[config.mk]
export PLATFORM = sky130hd
export DESIGN_NAME = vec_add_arbiter
export DESIGN_NICKNAME = d
export VERILOG_FILES = /design/src/rtl/vec_add_arbiter.sv
export SDC_FILE = /design/constraint.sdc
export NUM_CORES = 1
export LEC_CHECK = 0
export ABC_AREA = 0
export CORE_MARGIN = 5
export CORE_UTILIZATION = 55
export DETAILED_ROUTE_END_ITERATION = 8
export PLACE_DENSITY = 0.84
export SLEW_MARGIN = 40
export SYNTH_ARGS = -nofsm -noshare
export SYNTH_HDL_FRONTEND = slang
export SYNTH_SLANG_ARGS = --single-unit
export TNS_END_PERCENT = 1
[constraint.sdc]
create_clock -name clk -period 8.62 [get_ports clk]
set_clock_uncertainty 0.15 [all_clocks]
set_input_delay 1.293 -clock clk [delete_from_list [all_inputs] [get_ports clk]]
set_output_delay 1.293 -clock clk [all_outputs]
set_load 0.05 [all_outputs]
[src/rtl/vec_add_arbiter.sv]
// Two-requester arbiter in front of a single sign-magnitude vector adder.
// One operation is in flight at a time: IDLE accepts, CALC computes, DONE holds the result.
module vec_add_arbiter #(
    parameter int FIXED_PRIO = 0
) (
    input  logic        clk,
    input  logic        rst,
    input  logic        req0_valid,
    input  logic        req1_valid,
    output logic        req0_ready,
    output logic        req1_ready,
    input  logic [56:0] req0_a,
    input  logic [56:0] req0_b,
    input  logic [56:0] req1_a,
    input  logic [56:0] req1_b,
    output logic        rsp0_valid,
    output logic        rsp1_valid,
    input  logic        rsp0_ready,
    input  logic        rsp1_ready,
    output logic [56:0] rsp_data,
    output logic [2:0]  rsp_ovf,
    output logic        busy
);

    typedef enum logic [1:0] {
        S_IDLE = 2'd0,
        S_CALC = 2'd1,
        S_DONE = 2'd2
    } state_t;

    state_t      r_state;
    state_t      w_state_next;
    logic        r_rr;
    logic        r_owner;
    logic [56:0] r_a;
    logic [56:0] r_b;
    logic [56:0] r_data;
    logic [2:0]  r_ovf;

    logic        w_grant1;
    logic        w_accept;
    logic        w_rsp_take;
    logic [56:0] w_sum;
    logic [2:0]  w_sum_ovf;

    // Requester 1 wins when it is alone, or when both are valid and rr points at it.
    assign w_grant1   = req1_valid && (!req0_valid || ((FIXED_PRIO == 0) && r_rr));
    assign w_accept   = req0_ready || req1_ready;
    assign w_rsp_take = r_owner ? rsp1_ready : rsp0_ready;

    always_comb begin
        w_state_next = r_state;
        req0_ready   = 1'b0;
        req1_ready   = 1'b0;
        case (r_state)
            S_IDLE: begin
                if (!rst) begin
                    req0_ready = req0_valid && !w_grant1;
                    req1_ready = w_grant1;
                end
                if (req0_valid || req1_valid) begin
                    w_state_next = S_CALC;
                end
            end
            S_CALC: begin
                w_state_next = S_DONE;
            end
            S_DONE: begin
                if (w_rsp_take) begin
                    w_state_next = S_IDLE;
                end
            end
            default: begin
                w_state_next = S_IDLE;
            end
        endcase
    end

    always_ff @(posedge clk or posedge rst) begin
        if (rst) begin
            r_state <= S_IDLE;
            r_rr    <= 1'b0;
            r_owner <= 1'b0;
            r_a     <= '0;
            r_b     <= '0;
            r_data  <= '0;
            r_ovf   <= '0;
        end else begin
            r_state <= w_state_next;
            if (w_accept) begin
                r_owner <= w_grant1;
                r_rr    <= !w_grant1;
                r_a     <= w_grant1 ? req1_a : req0_a;
                r_b     <= w_grant1 ? req1_b : req0_b;
            end
            if (r_state == S_CALC) begin
                r_data <= w_sum;
                r_ovf  <= w_sum_ovf;
            end
        end
    end

    // Component gi occupies bits [gi*19 +: 19]; gi=0 is z, gi=2 is x.
    genvar gi;
    generate
        for (gi = 0; gi < 3; gi++) begin : g_comp
            logic [17:0] w_ma;
            logic [17:0] w_mb;
            logic        w_sa;
            logic        w_sb;
            logic [18:0] w_add;
            logic        w_a_ge;
            logic [17:0] w_diff;
            logic [17:0] w_mag;
            logic        w_sign;
            logic        w_ovf;

            // A zero magnitude is treated as positive so -0 never steers the sign.
            assign w_ma   = r_a[gi*19 +: 18];
            assign w_mb   = r_b[gi*19 +: 18];
            assign w_sa   = r_a[gi*19 + 18] && (w_ma != 18'd0);
            assign w_sb   = r_b[gi*19 + 18] && (w_mb != 18'd0);
            assign w_add  = {1'b0, w_ma} + {1'b0, w_mb};
            assign w_a_ge = (w_ma >= w_mb);
            assign w_diff = w_a_ge ? (w_ma - w_mb) : (w_mb - w_ma);

            always_comb begin
                w_mag  = w_add[17:0];
                w_sign = w_sa;
                w_ovf  = 1'b0;
                if (w_sa == w_sb) begin
                    if (w_add[18]) begin
                        w_mag = 18'h3FFFF;
                        w_ovf = 1'b1;
                    end
                end else begin
                    w_mag  = w_diff;
                    w_sign = w_a_ge ? w_sa : w_sb;
                end
                if (w_mag == 18'd0) begin
                    w_sign = 1'b0;
                end
            end

            assign w_sum[gi*19 +: 19] = {w_sign, w_mag};
            assign w_sum_ovf[gi]      = w_ovf;
        end
    endgenerate

    assign rsp0_valid = (r_state == S_DONE) && !r_owner;
    assign rsp1_valid = (r_state == S_DONE) && r_owner;
    assign rsp_data   = r_data;
    assign rsp_ovf    = r_ovf;
    assign busy       = (r_state != S_IDLE);

endmodule
# --- Yosys cells after proc, flatten, opt, wreduce, memory -nomap -nowiden ---
# Index checks and enable logic that the tools add are counted.
# W data, S select, Z words.
classes:
  n_lt_le_gt_ge: 3
  n_reduce_logical: 28
  addsub: 9
  n_eq_ne: 7
  muxes: 34
op_table:
  columns: ["operator", "n"]
  rows:
  - ["$mux W18", 9]
  - ["$mux W57", 2]
  - ["$reduce_bool A18 Y1", 6]
  - ["$sub A18 B18 Y18", 6]
  - ["$add A18 B18 Y19", 3]
  - ["$ge A18 B18 Y1", 3]
  - ["$logic_not A18 Y1", 3]
  - ["$mux W1", 20]
  - ["$logic_and A1 B1 Y1", 10]
  - ["$pmux W2 S3", 1]
  - ["$mux W2", 2]
  - ["$ne A2 B2 Y1 const B", 2]
  - ["$eq A1 B1 Y1", 3]
  - ["$logic_not A1 Y1", 3]
  - ["$logic_or A1 B1 Y1", 3]
  - ["$eq A2 B1 Y1 const B", 1]
  - ["$eq A2 B2 Y1 const B", 1]
  - ["$logic_not A2 Y1", 1]
  - ["$reduce_and A2 Y1", 1]
  - ["$reduce_bool A2 Y1", 1]
word_totals:
  output_inout_bits: 65
  wordCells: 88
  inputBits: 234
  regBits: 178

# --- Longest topological paths before layout ---
# Gate-level depths: netlist of the first run.
depth:
  depth_word: 8
  mapped_depth: 17
  mapped_depth_nobuf: 15

# --- Least setup slack after synthesis of the first run ---
# OpenSTA, ideal clock, no wires.
synth_timing:
  kind: "input -> output"
  start: "in req0_valid"
  end: "out req0_ready"
  required_ns: 7.177
  t_arrival_ns: 2.579
  slack_ns: 4.598
  path_buffers: 1
  cell_stages: 4
  path_cell_list: "inv_1 -> o21ai_1 -> and3_1 -> clkbuf_1"
synth_via:
  elab_chain_cells: 7
synth_lines:
  columns: ["element", "line", "rtl"]
  rows:
  - ["from (decl)", "8", "input logic req0_valid,"]
  - ["$logic_not A1 Y1", "47", "assign w_grant1 = req1_valid && (!req0_valid || ((FIXED_PRIO == 0) && r_rr));"]
  - ["$logic_or A1 B1 Y1", "47", null]
  - ["$logic_and A1 B1 Y1", "47", null]
  - ["$logic_not A1 Y1", "58", "req0_ready = req0_valid && !w_grant1;"]
  - ["$logic_and A1 B1 Y1 (*)", "58", null]
  - ["$mux W1 (*)", "57", "if (!rst) begin"]
  - ["$mux W1 (*)", "55", "case (r_state)"]
  - ["to (decl)", "10", "output logic req0_ready,"]
# Mark *: on every way between the ends. The rest lies on a longest branch, timed or not.

# --- Worst setup path after layout of the first run ---
# Ends and elaborated chain as after synthesis.

==> flow_summary.toml, run 1 <==
[clock_tree]
cts-root-buf = "clkbuf_16"
cts_buffer_depth = 2
htree_num_levels = 4
post-cts-setup-buffer-count = 0
tritoncts = "done"
cts.repair.resized = 0
cts_buffers = 17
clk-insertion-delay-late_ns = 0.45
clk_pin_slew_ns = 0.07
clkSinkCount = 178
cts_hold_buf = 0

[drt]
drt.antenna.violating_nets = 0
wire_per_inst_um = 22.0
route.vias.total = 16413
dr.pass1.iters = 8
wl_um = 55900
drt_iter0_drc = 2238
drc = 0
vias_per_cell = 6.45

[timing]
relSlewSlack_pct = 38.4
fin_tns_setup_ns = 0
fin_crit_ns = 5.78
post-route-period-util_pct = 67.0
grt_setup_unrepaired = "no"
drv_slew = 0
finalHoldViolations = 0
worst_pin_slew_ns = 0.917
setup_viol = 0
max_freq_mhz = 173

[yosys]
synth_cell_types = 93
synth.top_cell.area_share_pct = 28.2
ys_top_cells_by_area = "dfrtp_1 28%, ha_1 13%, a222oi_1 7.0%"
synth_edf_count = 0
async_flop_share_pct = 100
ys_seq_elements = 178
synth.most_common_cell = "inv_1"
synth_nets = 2328
ys.flop_type = "dfrtp_1"
seq_area_frac_synth_pct = 28.2
synth_cells = 1926
syn_area_per_cell_um2 = 8.21
ys.warnings.count = 0
synth_common_cells = "271 x inv_1, 178 x dfrtp_1, 159 x ha_1"
synth_area_um2 = 15800
yosys.area.top_type = "dfrtp_1"

[placement]
hpwl_um = 43400
placed_cells = 2511
io_buffer_count = 298
routabilityCongestion = 1.01

[global_routing]
grt_max_degree = 113
grt_pass1_wl_um = 88800
antenna_found_initial = 0
grtUsageTotal_pct = 33.4
overflow = 0
grt_pass1_vias = 16071

[setup_path]
cp_data_required_time_ns = 7.18
worst_setup_path_start_kind = "input pin"
crit_path_end_kind = "output port"
critPathMaxFanout = 54
crit_type = "input pin to output port"
arrival_ns = 4.34

[floorplanning]
die_area_um2 = 32200
row_count = 62
initial_core_util_pct = 55.4
dieHeight_um = 180
core-area_um2 = 28500
die_w_um = 180
io_pins = 299

[finish]
fill_cells = 2399
seq_area_um2 = 4450
final_cells = 2543
layout-drive-gt1-share_pct = 4.86
diodes = 0
synthToLayoutAreaGrowth_pct = 24.4
final_nets = 2549
multi_input_area_um2 = 9940

[run]
drv_cap = 0

[worst_hold_path]
hp-class = "flip-flop to flip-flop"

[status]
status = "complete, no violations"
state kept, by name, indices dropped and copies added (netlist names):
name and cells:
r_state 2, rsp_ovf 3, rsp_data 57, r_a 57
r_owner 1, r_b 57, r_rr 1
worst paths after layout:
kind / startpoint / endpoint / slack [ns] / cells after the start
setup / recovery: req0_valid / req0_ready / 2.84 / 5
hold / removal: rsp_data[29]$_DFFE_PP0N_ / rsp_data[29]$_DFFE_PP0N_ / 0.32 / 2
setup reg to reg: r_a[19]$_DFFE_PP0P_ / rsp_data[37]$_DFFE_PP0N_ / 3.76 / 15
hold reg to reg: rsp_data[29]$_DFFE_PP0N_ / rsp_data[29]$_DFFE_PP0N_ / 0.32 / 2
max in group asynchronous: rst / rsp_data[44]$_DFFE_PP0N_ / 6.09 / 3
min in group asynchronous: rst / r_rr$_DFFE_PP0P_ / 1.21 / 2
routing by layer:
| metal | vias up | track usage (%) | part of all wire (%) |
|---|---|---|---|
| li1 | 7504 | - | - |
| met1 | 7920 | 45.8 | 42 |
| met2 | 874 | 54.8 | 47 |
| met3 | 115 | 5.42 | 8.6 |
| met4 | 0 | 10.1 | 2.9 |
| met5 | - | 0 | 0 |
worst max-delay path, stage by stage:
cell and delay [ns]:
clkdlybuf4s50_1 0.61, inv_1 0.09, o21ai_1 0.64, and3_4 0.75, clkdlybuf4s50_1 0.95
through the flow:
stage | cell area [um^2] | setup slack, ns | hold slack (ns) | util [%]
floorplan | 15800 | 2.35 | 0.302 | -
global placement | 19000 | 2.94 | 0.301 | 66.5
detailed placement | 19000 | 2.87 | 0.306 | 66.7
CTS | 19600 | 2.88 | 0.321 | 68.8
global route | 19700 | 2.71 | 0.346 | 68.9
finish | 19700 | 2.84 | 0.319 | 68.9
cells in the final DEF (no fill, tap or decap), types with 36 or more instances in the layout:
master	count
inv_1	270
a21o_1	36
ha_1	159
nand3_1	39
clkdlybuf4s50_1	298
a222oi_1	110
nand2_1	117
a21oi_1	144
nor2_1	144
dfrtp_1	178
o21ai_0	73
logic make-up (layout without fill, tap and decap cells):
group	count (synthesis)	in the layout	synth area share [%]
adders and majority gates	168	168	13.7
and+or+nand+nor	478	478	14.6
muxes	35	35	2.28
DFF	178	178	28.2
xor gates and xnor gates	32	32	1.82
buffers and inverters	395	628	9.54
AOI/OAI and AO/OA	640	640	29.8
cell type report:
| class | instances | area share, % |
|---|---|---|
| sequential | 178 | 22.7 |
| timing repair buffer | 312 | 15.7 |
| clock buffer | 19 | 2.30 |
| tap | 384 | 2.44 |
| multi-input combinational | 1353 | 50.6 |
| clock inverter | 12 | 0.738 |
| inverter | 285 | 5.51 |
Power of run 1 is not shown: default switching activity piles up to over one toggle a cycle in this logic, so the estimate is an artifact.
==> run 2, diff against run 1 <==
--- a/config.mk
+++ b/config.mk
@@ -7,9 +7,9 @@
 export LEC_CHECK = 0
 export ABC_AREA = 0
 export CORE_MARGIN = 5
-export CORE_UTILIZATION = 55
+export CORE_UTILIZATION = 49
 export DETAILED_ROUTE_END_ITERATION = 8
-export PLACE_DENSITY = 0.84
+export PLACE_DENSITY = 0.79
 export SLEW_MARGIN = 40
 export SYNTH_ARGS = -nofsm -noshare
 export SYNTH_HDL_FRONTEND = slang
==> constraint.sdc (replaced) <==
create_clock -name clk -period 4.7 [get_ports clk]
set_clock_uncertainty 0.15 [all_clocks]
set_input_delay 0.705 -clock clk [delete_from_list [all_inputs] [get_ports clk]]
set_output_delay 0.705 -clock clk [all_outputs]
set_load 0.05 [all_outputs]
==> run 2 against run 1 <==
Effect of this change: the run now ends with DRC left; cell count up 3.0%; worst setup slack worse by 2.5 ns; worst hold slack better by 0.00062 ns; utilization decreased by 5.3 points; global-route usage down 0.77 points; sequential cell count unchanged; sequential share of layout area decreased by 0.56 points; clock-buffer cell count unchanged; critical endpoint is now rsp_data[56]$_DFFE_PP0N_; highest routed layer is now met5.
==> flow_summary.toml, run 2 (synthesized netlist as in run 1, its figures left out) <==
[status]
status = "finished, violations left"
violations = "DRC"

[drt]
vias_per_cell = 6.41
drt.antenna.violating_nets = 0
drc = 23
route.vias.total = 16782
drt_iter0_drc = 2029
wl_um = 60800
wire_per_inst_um = 23.2
dr.pass1.iters = 9

[setup_path]
crit_path_end_kind = "flip-flop"
critPathTopFamily = "compound AO/OA/AOI/OAI gates"
timing.rr.start = "r_b[38]$_DFFE_PP0P_"
worst_setup_path_start_kind = "flip-flop"
crit_start = "r_b[38]$_DFFE_PP0P_"
crit_type = "flip-flop to flip-flop"
cp_slowest_stage_delay_ns = 0.58
arrival_ns = 4.58
slowest_stage = "a2111oi_0"
path_buf_inv = 2
cp_data_required_time_ns = 4.88
critPathMaxFanout = 4
crit_chain = "inv_1 -> ha_1 -> inv_1 -> fa_1 -> a21oi_1 -> o21ai_1 -> a2111oi_0 -> o31a_1 -> o211ai_1 -> a32o_1 -> xnor2_1 -> nor4_1 -> or4b_1 -> nor4_1 -> a21oi_1"

[timing]
setup_viol = 0
max_freq_mhz = 227
finalHoldViolations = 0
fin_crit_ns = 4.40
worst_pin_slew_ns = 0.888
drv_slew = 0
post-route-period-util_pct = 93.6
fin_hold_ws_ns = 0.320
fin_tns_setup_ns = 0
relSlewSlack_pct = 40.3
grt_setup_unrepaired = "no"

[finish]
layout_commonest_cell = "clkdlybuf4s50_1"
fill_cells = 2797
synthToLayoutAreaGrowth_pct = 27.5
seq_area_um2 = 4450
final_cell_mix = "297 x clkdlybuf4s50_1, 270 x inv_1, 178 x dfrtp_1"
diodes = 0
multi_input_area_um2 = 9890
fin_area_um2 = 20200
layout-drive-gt1-share_pct = 7.22
final_nets = 2607

[global_routing]
grt_max_degree = 111
antenna_found_initial = 3
grt_pass1_wl_um = 93700
grt_pass1_vias = 16494
overflow = 0
grtUsageTotal_pct = 32.7

[clock_tree]
cts-root-buf = "clkbuf_16"
htree_num_levels = 4
clk-insertion-delay-late_ns = 0.47
cts_hold_buf = 0
clkSinkCount = 178
cts.repair.resized = 0
cts_buffer_depth = 2
cts_buffers = 17
tritoncts = "done"
clk_pin_slew_ns = 0.07
post-cts-setup-buffer-count = 0

[worst_hold_path]
holdCritStartpoint = "rsp_data[29]$_DFFE_PP0N_"
hp-class = "flip-flop to flip-flop"

[floorplanning]
die_w_um = 190
io_pins = 299
row_count = 65
dieHeight_um = 190
die_area_um2 = 35900
core-area_um2 = 31700
initial_core_util_pct = 49.8

[placement]
hpwl_um = 47900
io_buffer_count = 298
routabilityCongestion = 0.991
placed_area_um2 = 19500

[run]
drv_cap = 0
-- run 2: cell count changes in the layout (fill, tap and decap cells not counted), sizes merged --
| cell | delta |
|---|---|
| bufinv | +3 |
| clkinv | -3 |
| buf | +61 |
| inv | -3 |
| clkdlybuf4s50 | -1 |
| clkinvlp | +3 |
| clkbuf | -2 |
-- run 2: worst reg2reg max path: stages, from the launching register on --
cell and delay (ns):
dfrtp_1 0.42, inv_1 0.09, ha_1 0.21, inv_1 0.09, fa_1 0.39, a21oi_1 0.20, o21ai_1 0.11, a2111oi_0 0.58
o31a_1 0.25, o211ai_1 0.13, a32o_1 0.29, xnor2_1 0.15, nor4_1 0.32, or4b_1 0.48, nor4_1 0.31, a21oi_1 0.10
-- run 2: area by class of cell --
| class | count | area share [%] |
|---|---|---|
| flip-flops and latches | 178 | 22.1 |
| well taps | 402 | 2.50 |
| clock inverters | 12 | 1.02 |
| repair buffers | 370 | 17.8 |
| inverters | 285 | 5.33 |
| multi-input cells | 1353 | 49.1 |
| clock buffers | 19 | 2.15 |
-- run 2: per-stage QoR --
step           std cells  util [%]  setup slack [ns]
2_1_floorplan       1926         -             0.867
3_3_place_gp        2586      61.3             0.379
3_5_place_dp        2588      61.5             0.362
4_1_cts             2619      63.5             0.312
5_1_grt             2619      63.5            0.0172
6_report            2619      63.5             0.300
-- run 2: metal layers --
metal  vias up  GRT usage (%)  routed length [um]
li1       7601              -                   -
met1      8137           44.3               25600
met2       921           52.6               28000
met3       117           7.21                5420
met4         6           9.79                1780
met5         -              0                  34
-- run 2: worst paths after layout --
path / depth (start not counted) / slack [ns] / to
worst max-delay path: 15 / 0.30 / rsp_data[56]$_DFFE_PP0N_
worst min-delay path: 2 / 0.32 / rsp_data[29]$_DFFE_PP0N_
worst max register to register: 15 / 0.30 / rsp_data[56]$_DFFE_PP0N_
worst min register to register: 2 / 0.32 / rsp_data[29]$_DFFE_PP0N_
max in group asynchronous: 4 / 3.03 / r_a[23]$_DFFE_PP0P_
min in group asynchronous: 3 / 0.65 / rsp_data[16]$_DFFE_PP0N_
Power of run 2 is left out for the same reason.
